--- src/rtl/pll_lock_supervisor.sv ---
// pll_lock_supervisor
// Sequences PLL reset, waits for the PLL to report lock, qualifies the lock
// over a stable window, holds the core in reset for a further margin, and
// then releases the core. Any loss of lock drops the core back into reset.
// Optional build macro: PLL_SUP_LOSS_COUNT_EN enables the saturating
// lock-loss counter; without it loss_count is tied to zero.
module pll_lock_supervisor #(
   parameter int SYNC_STAGES    = 2,
   parameter int STABLE_CYCLES  = 1024,
   parameter int HOLD_CYCLES    = 256,
   parameter int LOCK_TIMEOUT   = 65536,
   parameter int PLL_RST_CYCLES = 16
) (
   input  logic       clk,
   input  logic       reset,
   input  logic       locked_in,
   output logic       pll_rst,
   output logic       core_reset,
   output logic       ready,
   output logic       lost_pulse,
   output logic [7:0] loss_count
);

   // One shared counter serves every timed state, so it must span the largest limit.
   localparam int MAX_AB  = (STABLE_CYCLES > HOLD_CYCLES) ? STABLE_CYCLES : HOLD_CYCLES;
   localparam int MAX_CD  = (LOCK_TIMEOUT > PLL_RST_CYCLES) ? LOCK_TIMEOUT : PLL_RST_CYCLES;
   localparam int MAX_CNT = (MAX_AB > MAX_CD) ? MAX_AB : MAX_CD;
   localparam int CNT_W   = $clog2(MAX_CNT + 1);

   localparam logic [CNT_W-1:0] PLL_RST_LAST = CNT_W'(PLL_RST_CYCLES - 1);
   localparam logic [CNT_W-1:0] TIMEOUT_LAST = CNT_W'(LOCK_TIMEOUT - 1);
   localparam logic [CNT_W-1:0] STABLE_LAST  = CNT_W'(STABLE_CYCLES - 1);
   localparam logic [CNT_W-1:0] HOLD_LAST    = CNT_W'(HOLD_CYCLES - 1);

   typedef enum logic [2:0] {
      ST_PLL_RST,
      ST_WAIT_LOCK,
      ST_STABLE,
      ST_HOLD,
      ST_RUN
   } state_t;

   logic [SYNC_STAGES-1:0] sync_reg;
   logic                   locked_s;
   state_t                 state_reg;
   state_t                 state_next;
   logic [CNT_W-1:0]       cnt_reg;
   logic                   lost_next;

   // Synchronizer chain for the asynchronous lock flag; only the last stage is trusted.
   always_ff @(posedge clk) begin
      if (reset) begin
         sync_reg <= '0;
      end else begin
         sync_reg <= {sync_reg[SYNC_STAGES-2:0], locked_in};
      end
   end

   assign locked_s = sync_reg[SYNC_STAGES-1];

   // Next-state decision; a loss of lock is only reported when leaving RUN.
   always_comb begin
      state_next = state_reg;
      lost_next  = 1'b0;
      case (state_reg)
         ST_PLL_RST: begin
            if (cnt_reg == PLL_RST_LAST) begin
               state_next = ST_WAIT_LOCK;
            end
         end
         ST_WAIT_LOCK: begin
            if (locked_s) begin
               state_next = ST_STABLE;
            end else if (cnt_reg == TIMEOUT_LAST) begin
               state_next = ST_PLL_RST;
            end
         end
         ST_STABLE: begin
            if (!locked_s) begin
               state_next = ST_WAIT_LOCK;
            end else if (cnt_reg == STABLE_LAST) begin
               state_next = ST_HOLD;
            end
         end
         ST_HOLD: begin
            if (!locked_s) begin
               state_next = ST_WAIT_LOCK;
            end else if (cnt_reg == HOLD_LAST) begin
               state_next = ST_RUN;
            end
         end
         ST_RUN: begin
            if (!locked_s) begin
               state_next = ST_WAIT_LOCK;
               lost_next  = 1'b1;
            end
         end
         default: begin
            state_next = ST_PLL_RST;
         end
      endcase
   end

   // State, shared counter and outputs decoded from the next state so they move together.
   always_ff @(posedge clk) begin
      if (reset) begin
         state_reg  <= ST_PLL_RST;
         cnt_reg    <= '0;
         pll_rst    <= 1'b1;
         core_reset <= 1'b1;
         ready      <= 1'b0;
         lost_pulse <= 1'b0;
      end else begin
         state_reg <= state_next;
         if (state_next != state_reg) begin
            cnt_reg <= '0;
         end else if (state_reg != ST_RUN) begin
            cnt_reg <= cnt_reg + CNT_W'(1);
         end
         pll_rst    <= (state_next == ST_PLL_RST);
         core_reset <= (state_next != ST_RUN);
         ready      <= (state_next == ST_RUN);
         lost_pulse <= lost_next;
      end
   end

`ifdef PLL_SUP_LOSS_COUNT_EN
   logic [7:0] loss_cnt_reg;

   // Saturating count of lock losses seen from RUN; cleared only by reset.
   always_ff @(posedge clk) begin
      if (reset) begin
         loss_cnt_reg <= 8'd0;
      end else if (lost_next && (loss_cnt_reg != 8'hFF)) begin
         loss_cnt_reg <= loss_cnt_reg + 8'd1;
      end
   end

   assign loss_count = loss_cnt_reg;
`else
   assign loss_count = 8'd0;
`endif

endmodule

--- config.mk ---
export PLATFORM = sky130hd
export DESIGN_NAME = pll_lock_supervisor
export DESIGN_NICKNAME = d
export VERILOG_FILES = /design/src/rtl/pll_lock_supervisor.sv
export SDC_FILE = /design/constraint.sdc
export NUM_CORES = 1
export LEC_CHECK = 0
export ABC_AREA = 1
export CAP_MARGIN = 20
export CELL_PAD_IN_SITES_DETAIL_PLACEMENT = 0
export CELL_PAD_IN_SITES_GLOBAL_PLACEMENT = 2
export CORE_MARGIN = 4
export CORE_UTILIZATION = 34
export CTS_CLUSTER_DIAMETER = 60
export DETAILED_ROUTE_END_ITERATION = 8
export PLACE_DENSITY_LB_ADDON = 0.15
export SLEW_MARGIN = 40
export SYNTH_ARGS = -nofsm -noshare
export SYNTH_HDL_FRONTEND = slang
export SYNTH_SLANG_ARGS = --single-unit
--- constraint.sdc ---
create_clock -name clk -period 3.01 [get_ports clk]
set_input_delay 0.903 -clock clk [delete_from_list [all_inputs] [get_ports clk]]
set_output_delay 0.903 -clock clk [all_outputs]
set_load 0.01 [all_outputs]
Word level (Yosys, flattened, before mapping)
Cells that the tools add are included.
{"block": "op_classes", "n_mux": 10, "reduce_logical": 4, "n_eq_ne": 12, "bitwise_logic": 1, "n_addsub": 1}
{"op": "$mux W3", "count": 8}
{"op": "$add A17 B1 Y17 const B", "count": 1}
{"op": "$eq A17 B10 Y1 const B", "count": 1}
{"op": "$eq A17 B16 Y1 const B", "count": 1}
{"op": "$eq A17 B4 Y1 const B", "count": 1}
{"op": "$eq A17 B8 Y1 const B", "count": 1}
{"op": "$pmux W3 S5", "count": 1}
{"op": "$eq A3 B2 Y1 const B", "count": 2}
{"op": "$eq A3 B3 Y1 const B", "count": 2}
{"op": "$logic_not A3 Y1", "count": 2}
{"op": "$ne A3 B3 Y1 const B", "count": 2}
{"op": "$reduce_or A2 Y1", "count": 2}
{"op": "$eq A3 B1 Y1 const B", "count": 1}
{"op": "$ne A3 B3 Y1", "count": 1}
{"op": "$mux W1", "count": 1}
{"op": "$not A1 Y1", "count": 1}
{"block": "word_totals", "input_bits": 3, "out_inout_bits": 12, "reg_bits": 26, "elab_cells": 35}

Logic depth before layout (Yosys ltp)
Gate-level depths: netlist of run 1.
{"block": "logic_depth", "depth_word": 6, "ltp_mapped": 16, "ltp_nobuf": 15}

Least setup slack after synthesis of run 1
OpenSTA, ideal clock, no wires.
{"block": "synth_path", "kind": "register to register", "from": "register cnt_reg[1]", "to": "register cnt_reg[16]", "synth_period_minus_slack_ns": 1.941, "required_time_ns": 2.891, "slack_ns": 1.069, "setup_ns": 0.119, "stages_incl_launch_ff": 17, "arrival_ns": 1.823, "path_buffers": 1, "path_cell_list": "dfxtp_1 -> ha_1 -> nand2_1 -> nor2_1 -> nand2_1 -> nor4_1 -> ha_1 -> nor2_1 -> nand4_1 -> nand2_1 -> nor2_2 -> nand2_1 -> nand2_1 -> nand2_2 -> nand2_4 -> buf_8 -> nor2_2"}
{"block": "synth_via", "elab_chain_len": 6, "elab_cells_between_ends": 15, "classes_between": "add/sub (1); eq/ne (5); mux (8); reduce/logical (1)"}
{"item": "start: declaration", "line": "47", "text": "logic [CNT_W-1:0] cnt_reg;"}
{"item": "start signal: assignment", "line": "118", "text": "cnt_reg <= cnt_reg + CNT_W'(1);"}
{"item": "$eq A17 B8 Y1 (tied with other cells)", "line": "88", "text": "end else if (cnt_reg == HOLD_LAST) begin"}
{"item": "$mux W3 (on tied branches)", "line": "88, 74, 81"}
{"item": "$mux W3 (on tied branches)", "line": "86, 72, 79"}
{"item": "$pmux W3 S5", "line": "65", "text": "case (state_reg)"}
{"item": "$ne A3 B3 Y1", "line": "115", "text": "if (state_next != state_reg) begin"}
{"item": "$reduce_or A2 Y1 (no line)"}
Parallel ways exist; a longest one is shown, timed or not.
A chain may end at the register's enable or synchronous reset.

Final worst setup path of run 1
{"block": "layout_path", "from": "register cnt_reg[1]", "to": "register cnt_reg[6]"}
The elaborated chain is that of the path after synthesis.

==> results of run 1 <==
per-layer routing:
layer | routed length, µm | track usage, % | part of all wire (%)
met5 | 0 | 0 | 0
met2 | 1230 | 18.9 | 49
met4 | 19 | 2.51 | 0.75
met3 | 81 | 2.95 | 3.2
met1 | 1210 | 14.2 | 48
final timing paths:
path                    start           to  slack (ns)  cells after the start
setup / recovery   cnt_reg[1]   cnt_reg[6]        0.71                     15
hold / removal    sync_reg[0]  sync_reg[1]        0.41                      2
setup reg to reg   cnt_reg[1]   cnt_reg[6]        0.71                     15
hold reg to reg   sync_reg[0]  sync_reg[1]        0.41                      2
Yosys cell counts, types with 2 or more instances:
library cell | number | area [µm²]
nor2_1 | 31 | 116
buf_4 | 8 | 60.1
nor2_2 | 12 | 75.1
nand3_1 | 11 | 55.1
nand4_1 | 5 | 31.3
dfxtp_1 | 26 | 521
nor2_4 | 2 | 22.5
xor2_1 | 12 | 105
a21oi_1 | 3 | 15.0
inv_1 | 23 | 86.3
ha_1 | 2 | 25.0
xnor2_1 | 3 | 26.3
nand2_4 | 2 | 22.5
nor3_1 | 4 | 20.0
nand2_1 | 36 | 135
logic make-up after synthesis:
group           count (synthesis)  share of synthesized area, %
simple gates                  107                          36.5
buf+inv                        33                          11.9
flops                          26                          37.5
xor+xnor                       15                          9.47
compound gates                  5                          1.80
fa+ha+maj                       2                          1.80
other cells                     1                         0.270
mux                             1                         0.721
critical path, delay by kind of cell (launching register included):
kind | cells | cell delay, ns
and+or+nand+nor | 13 | 1.40
adders and majority gates | 2 | 0.42
DFF | 1 | 0.36
report_power, final:
part,internal (mW),switching (mW)
clock,0.178,0.109
sequential,0.349,0.00404
combinational,0.0102,0.0192
metrics by stage:
stage | util, % | cell area [µm²] | hold WS (ns)
after floorplan | - | 1410 | 0.388
after global placement | 38.4 | 1460 | 0.394
after detailed placement | 38.4 | 1460 | 0.399
after CTS | 40.3 | 1530 | 0.415
after global routing | 40.3 | 1530 | 0.443
final | 40.3 | 1530 | 0.409
area by class of cell:
cell class	instances	share of cell area, %
Multi-Input combinational cell	138	47.6
Sequential cell	26	34.0
Inverter	24	5.89
Timing Repair Buffer	6	3.92
Tap cell	48	3.92
Clock buffer	3	2.70
Clock inverter	1	1.96
==> run_results.csv, run 1 <==
group,metric,value,unit
status,status,"finished, final reports clean",
cts,cts_htree_levels,1,
finish,ff_latch_area,520,µm²
cts,max-clock-path-buffers,2,
synthesis,netlist_instances,190,
finish,fin_cells,246,
drt,ant_nets,0,
sta,fin_tns_setup,0,ns
sta,finalHoldViolCount,0,
power_and_ir_drop,power_density,437,nW/µm²
floorplan,ioPinCount,15,
synthesis,ys_ff_latch,26,
min_path,hold_class,"flop to flop",
floorplan,die_w,71.9,µm
setup_path,crit_path_frequent_cell,"nand2_1",
finish,final_common_cell,"nand2_1",
drt,first_pass_iters,6,
cts,path_clk_slew,0.09,ns
drt,drcViolationCount,0,
finish,fin_nets,204,
sta,slew_violations,0,
cts,cts.repair.resized,0,
drt,drtIter0Drc,58,
power_and_ir_drop,leakagePower,0.639,nW
floorplan,start_util,36.5,%
sta,fmax,435,MHz
floorplan,dieArea,5170,µm²
setup_path,critPathLaunchType,"flop",
sta,fin_crit_sh,76.3,%
placement,place_congestion,0.743,
finish,area_delta_synth_final,10.3,%
finish,n_fill_cell,414,
placement,hpwlAfterDp,1950,µm
cts,clock_sinks,26,
sta,finalWorstSetupSlack,0.714,ns
cts,cts_buffers,3,
setup_path,path_class,"flop to flop",
grt,grt_pass1_wl,4700,µm
grt,grt_max_degree,18,
grt,antenna_found_initial,0,
cts,cts_tree,"done",
setup_path,worst_ep_arrival_time,2.45,ns
cts,cts.hold.buffers_added,0,
finish,multi_input_area,728,µm²
synthesis,synth_warnings,0,
sta,finalClockSkew,0.00876,ns
power_and_ir_drop,power,0.669,mW
synthesis,ys_seq_area_share,37.5,%
setup_path,cp_max_fo,17,
grt,first_global_vias,1104,
drt,vias_per_cell,4.41,
synthesis,ys_types,25,
finish,largest_register_ffs,17,
synthesis,ys.flop_type,"dfxtp_1",
job,max_cap_viol_count,0,
cts,post-cts-setup-buffer-count,0,
setup_path,cp_data_required_time,3.16,ns
cts,clk_latency,0.27,ns
sta,layout_min_cycle_time,2.30,ns
cts,cts-root-buf,"clkbuf_8",
synthesis,synth_edf_count,0,
grt,track_usage,11.2,%
floorplan,coreArea,3800,µm²
synthesis,syn-cell-area,1390,µm²
finish,drive_gt1_share,12.1,%
placement,placed_cells,242,
sta,grt_setup_unrepaired,"false",
finish,n_antenna_cell,0,
drt,vias,1086,
drt,wl_per_cell,10.3,µm
setup_path,slowest_delay,0.36,ns
synthesis,syn_area_per_cell,7.30,µm²
floorplan,rows,22,
placement,portBuffers,6,
sta,setup_viol,0,
power_and_ir_drop,vdd_ir_drop_max,0.294,mV
finish,final_cell_mix,"nand2_1, nor2_1, dfxtp_1",
grt,overflow,0,
drt,wl,2540,µm
setup_path,slowest_stage,"dfxtp_1",
floorplan,die_h,71.9,µm
placement,dpl_worst_slack,0.665,ns
setup_path,crit_path_end_kind,"flop",
synthesis,async_flop_share,0,%
setup_path,path_cells,"ha_1 > nand2_1 > nor2_1 > nand2_1 > nor4_1 > ha_1 > nor2_1 > nand4_1 > nand2_1 > nor2_2 > nand2_1 > nand2_1 > nand2_2 > nand2_4 > nor2_1",
No activity file was read; power rests on OpenSTA's default activity.
==> inputs of run 2 (changes only) <==
- CORE_UTILIZATION: 34 -> 28
- clock period: 3.01 -> 2 ns (I/O delays scaled with it)
==> run 2 against run 1 <==
The flow now finishes with violations (negative setup slack); critical path type unchanged; combinational power up 130%; critical path depth unchanged; clock skew is 0.0061 ns lower; clock power barely moved; critical endpoint is now cnt_reg[11]; clock-buffer cell count unchanged; maximum frequency is 10% higher; flip-flop and latch count stayed put; first-iteration DRC count shrank 19%; worst setup slack worse by 0.79 ns; total power rose by 33%; core utilization down 2.6 points; global-route usage is 0.37 points lower.
==> run_results.csv, run 2 (synthesized netlist as in run 1, its figures left out) <==
group,metric,value,unit
status,status,"finished with violations",
status,violations,"negative setup slack",
setup_path,path_class,"flop to flop",
setup_path,crit_family,"simple AND/OR/NAND/NOR gates",
power_and_ir_drop,power_density,498,nW/µm²
finish,final_cell_mix,"nand2_1, nor2_1, dfxtp_1",
sta,fin_tns_setup,-1.03,ns
drt,vias_per_cell,4.03,
cts,clock_sinks,26,
finish,largest_register_ffs,17,
placement,placed_area,1620,µm²
placement,placed_cells,279,
grt,grt_pass1_wl,5250,µm
grt,antenna_found_initial,0,
job,max_cap_viol_count,0,
min_path,hold_class,"flop to flop",
setup_path,crit_path_end_kind,"flop",
floorplan,start_util,29.2,%
power_and_ir_drop,leakagePower,0.774,nW
drt,drcViolationCount,0,
floorplan,ioPinCount,15,
drt,wl,3000,µm
finish,final_core_util,37.7,%
grt,grt_max_degree,14,
finish,final_area,1790,µm²
finish,fin_nets,224,
sta,fmax,481,MHz
sta,grt_setup_unrepaired,"true",
cts,cts_htree_levels,1,
setup_path,slowest_stage,"dfxtp_2",
drt,ant_nets,0,
placement,portBuffers,6,
drt,wl_per_cell,10.6,µm
sta,finalHoldViolCount,0,
grt,track_usage,10.8,%
floorplan,die_w,78.4,µm
cts,cts_buffers,3,
grt,first_global_vias,1115,
floorplan,rows,25,
sta,slew_headroom,66.4,%
finish,n_antenna_cell,0,
placement,hpwlAfterDp,2230,µm
setup_path,critPathLaunchType,"flop",
finish,fin_cells,284,
floorplan,die_h,78.4,µm
setup_path,critical_path_buf_inv_count,0,
finish,drive_gt1_share,25.8,%
power_and_ir_drop,power,0.892,mW
sta,finalClockSkew,0.00262,ns
sta,worst_pin_slew,0.504,ns
sta,finalWorstSetupSlack,-0.0799,ns
cts,max-clock-path-buffers,2,
placement,place_congestion,0.779,
cts,clk_latency,0.26,ns
floorplan,dieArea,6150,µm²
setup_path,path_cells,"ha_4 > nand2_4 > nor2_4 > nand2_2 > nor4_4 > ha_2 > nor2_2 > nand4_1 > nand2_2 > nor2_4 > nand2_1 > nand2_2 > nand2_4 > nand2_8 > nor2_2",
setup_path,cp_max_fo,8,
floorplan,coreArea,4750,µm²
cts,cts-root-buf,"clkbuf_8",
setup_path,slowest_delay,0.36,ns
drt,vias,1145,
power_and_ir_drop,vdd_ir_drop_max,0.269,mV
drt,drtIter0Drc,47,
sta,fin_crit_sh,104,%
setup_path,cp_data_required_time,2.16,ns
grt,overflow,0,
setup_path,crit_path_frequent_cell,"nand2_2",
finish,final_common_cell,"nand2_1",
setup_path,worst_ep_arrival_time,2.24,ns
sta,slew_violations,0,
sta,setup_viol,17,
finish,area_delta_synth_final,29.1,%
sta,layout_min_cycle_time,2.08,ns
drt,first_pass_iters,4,
cts,path_clk_slew,0.09,ns
cts,cts_tree,"done",
## run 2: cell types whose count changed in the layout (fill, tap and decap cells not counted), moves of 4 or more
cell / before / now
nor2_4: 2 / 8
nand2_1: 36 / 32
buf_4: 0 / 19
nor2_2: 12 / 8
## run 2: metal layers
| metal | up-vias | GRT usage [%] | share of wire, % |
|---|---|---|---|
| met5 | - | 0 | 0 |
| met4 | 0 | 3.67 | 1.1 |
| met3 | 4 | 1.72 | 1.6 |
| met2 | 6 | 17.4 | 47 |
| met1 | 511 | 14.7 | 50 |
| li1 | 624 | - | - |
## run 2: area by class of cell
class | instances | area (µm²)
Multi-Input combinational cell | 139 | 851
Clock buffer | 3 | 41.3
Timing Repair Buffer | 25 | 203
Tap cell | 67 | 83.8
Inverter | 24 | 90.1
Fill cell | 515 | 2960
Sequential cell | 26 | 523
## run 2: through the flow
stage | hold slack, ns | setup slack, ns
2_1_floorplan | 0.388 | 0.0587
3_3_place_gp | 0.391 | -0.0339
3_5_place_dp | 0.397 | -0.105
4_1_cts | 0.410 | -0.0105
5_1_grt | 0.458 | -0.264
6_report | 0.406 | -0.0799
## run 2: worst min-delay path, stage by stage, from the launching register on
cell	delay, ns
dfxtp_1	0.30
inv_1	0.04
nor2_1	0.03
## run 2: repair_timing
action / CTS / global route
setup buffers: 0 / 1
endpoints found under the setup margin: 17 / 18
pin swaps: 1 / 9
hold buffers: 0 / 0
gates cloned: 1 / 0
gates resized for setup: 5 / 20
hold endpoints to repair: 0 / 0
## run 2: path summary, 6_finish.rpt
path          startpoint          end  slack, ns  depth (start not counted)
max           cnt_reg[1]  cnt_reg[11]      -0.08                         15
min reg2reg  sync_reg[0]  sync_reg[1]       0.41                          2
min          sync_reg[0]  sync_reg[1]       0.41                          2
max reg2reg   cnt_reg[1]  cnt_reg[11]      -0.08                         15
## run 2: power breakdown
| part | internal (mW) | switching (mW) |
|---|---|---|
| combinational | 0.0282 | 0.0400 |
| sequential | 0.526 | 0.00775 |
| clock | 0.135 | 0.155 |
| total | 0.689 | 0.203 |
==> inputs of run 3 (changes only) <==
- HOLD_SLACK_MARGIN: not set -> 0.08
- SETUP_SLACK_MARGIN: not set -> 0.15
==> run 3 against run 2 <==
The flow now finishes without violations; die area unchanged; flip-flop and latch count unchanged; clock power increased by 2%; register-to-register slack improved by 0.10 ns; non-clock buffer count decreased by 4; via count increased by 3.1%; sequential power about the same; clock skew about the same; maximum frequency increased by 5.1%; worst hold slack improved by 0.00062 ns.
==> run_results.csv, run 3 (synthesized netlist as in run 1, its figures left out) <==
group,metric,value,unit
finish,fin_cells,281,
power_and_ir_drop,swShare,23.2,%
cts,max-clock-path-buffers,2,
power_and_ir_drop,switchingPower,0.209,mW
job,max_cap_viol_count,0,
setup_path,path_cells,"ha_4 > nand2_4 > nor2_4 > nand2_2 > buf_4 > nor2_2 > nand2_1 > nand2_1 > nand2_1 > nand2_1 > a21oi_2 > nand2_8 > nor2_2",
setup_path,slowest_delay,0.52,ns
power_and_ir_drop,power_density,513,nW/µm²
sta,slew_violations,0,
finish,area_delta_synth_final,26.2,%
sta,layout_min_cycle_time,1.98,ns
drt,first_pass_iters,4,
power_and_ir_drop,leakagePower,0.739,nW
setup_path,crit_path_frequent_cell,"nand2_1",
setup_path,crit_family,"simple AND/OR/NAND/NOR gates",
finish,largest_register_ffs,17,
sta,grt_setup_unrepaired,"true",
grt,track_usage,11.1,%
power_and_ir_drop,vdd_ir_drop_max,0.220,mV
cts,cts_buffers,3,
cts,clock_sinks,26,
power_and_ir_drop,clockPowerShare,32.9,%
drt,vias_per_cell,4.20,
floorplan,dieArea,6150,µm²
grt,grt_max_degree,14,
finish,final_common_cell,"nand2_1",
finish,n_antenna_cell,0,
finish,drive_gt1_share,26.2,%
cts,path_clk_slew,0.09,ns
finish,final_core_util,36.8,%
grt,antenna_found_initial,0,
sta,setup_viol,0,
sta,worst_pin_slew,0.608,ns
drt,wl_per_cell,11.4,µm
sta,hold_slack,0.407,ns
drt,vias,1180,
cts,cts_htree_levels,1,
setup_path,slowest_stage,"a21oi_2",
setup_path,cp_data_required_time,2.21,ns
status,status,"finished, final reports clean",
sta,fin_crit_sh,99.0,%
floorplan,coreArea,4750,µm²
sta,finalWorstSetupSlack,0.0208,ns
min_path,hold_class,"flop to flop",
setup_path,critPathLaunchType,"flop",
cts,cts_tree,"done",
drt,wl,3190,µm
setup_path,worst_ep_arrival_time,2.19,ns
drt,drcViolationCount,0,
setup_path,cp_max_fo,8,
placement,dpl_worst_slack,-0.101,ns
power_and_ir_drop,share_seq_of_total_power,59.4,%
finish,fin_nets,221,
power_and_ir_drop,power,0.898,mW
cts,cts-root-buf,"clkbuf_8",
setup_path,path_class,"flop to flop",
finish,final_cell_mix,"nand2_1, nor2_1, dfxtp_1",
placement,place_congestion,0.748,
grt,overflow,0,
power_and_ir_drop,power.internal,0.690,mW
sta,slew_headroom,59.4,%
sta,fmax,505,MHz
drt,drtIter0Drc,56,
power_and_ir_drop,combPwrFrac,7.7,%
floorplan,ioPinCount,15,
grt,first_global_vias,1183,
floorplan,die_h,78.4,µm
drt,ant_nets,0,
placement,placed_cells,275,
sta,finalHoldViolCount,0,
floorplan,rows,25,
setup_path,critical_path_buf_inv_count,1,
sta,finalClockSkew,0.00220,ns
floorplan,die_w,78.4,µm
placement,hpwlAfterDp,2390,µm
setup_path,crit_path_end_kind,"flop",
placement,portBuffers,6,
cts,clk_latency,0.27,ns
grt,grt_pass1_wl,5480,µm
floorplan,start_util,29.2,%
-- run 3: cell count changes in the layout (fill, tap and decap cells not counted) --
cell and delta:
nor2_2 +6, nor4_2 +1, nand2_2 +1, nand2_1 -1, nand2_4 +1, buf_4 -4
nor2_1 -2, nor4_4 -1, nor2_4 -4
-- run 3: cell type report --
cell class,count,area [µm²]
clock buffer,3,41.3
fill,534,3000
inverter,24,90.1
multi-input combinational,140,841
sequential,26,523
tap,67,83.8
timing repair buffer,21,173
-- run 3: metal layers --
metal	wire length, µm	GRT usage, %	vias to the layer above
li1	-	-	622
met4	19	3.15	0
met5	0	0	-
met2	1550	18.9	4
met1	1580	14.5	552
met3	40	1.72	2
-- run 3: worst paths after layout --
path	from	end	slack, ns	depth (start not counted)
setup / recovery	cnt_reg[0]	cnt_reg[11]	0.02	13
hold / removal	sync_reg[0]	sync_reg[1]	0.41	2
setup reg to reg	cnt_reg[0]	cnt_reg[11]	0.02	13
hold reg to reg	sync_reg[0]	sync_reg[1]	0.41	2
-- run 3: metrics by stage --
stage               area, µm²  TNS (ns)
global route             1750     -1.81
detailed placement       1600     -1.41
finish                   1750         0
floorplan                1430         0
CTS                      1690   -0.0522
global placement         1600   -0.0395
-- run 3: power groups by stage --
| stage | Sequential [mW] | Combinational, mW | Clock (mW) |
|---|---|---|---|
| after floorplan | 0.544 | 0.0504 | 0 |
| after global placement | 0.544 | 0.0543 | 0 |
| after detailed placement | 0.545 | 0.0587 | 0 |
| after CTS | 0.533 | 0.0646 | 0.311 |
| after global routing | 0.535 | 0.0769 | 0.330 |
| final | 0.534 | 0.0694 | 0.295 |
-- run 3: worst min-delay path: cells and delay by family (launching register included) --
family / cells / cell delay (ns)
AND/OR/NAND/NOR: 1 / 0.03
buffers and inverters: 1 / 0.04
flip-flops: 1 / 0.31
-- run 3: repair_timing --
item | in CTS | in global routing
pin swaps | 0 | 2
hold buffers | 0 | 0
cloned | 1 | 1
gates resized for setup | 5 | 14
endpoints found under the setup margin | 18 | 19
buffers inserted | 0 | 1
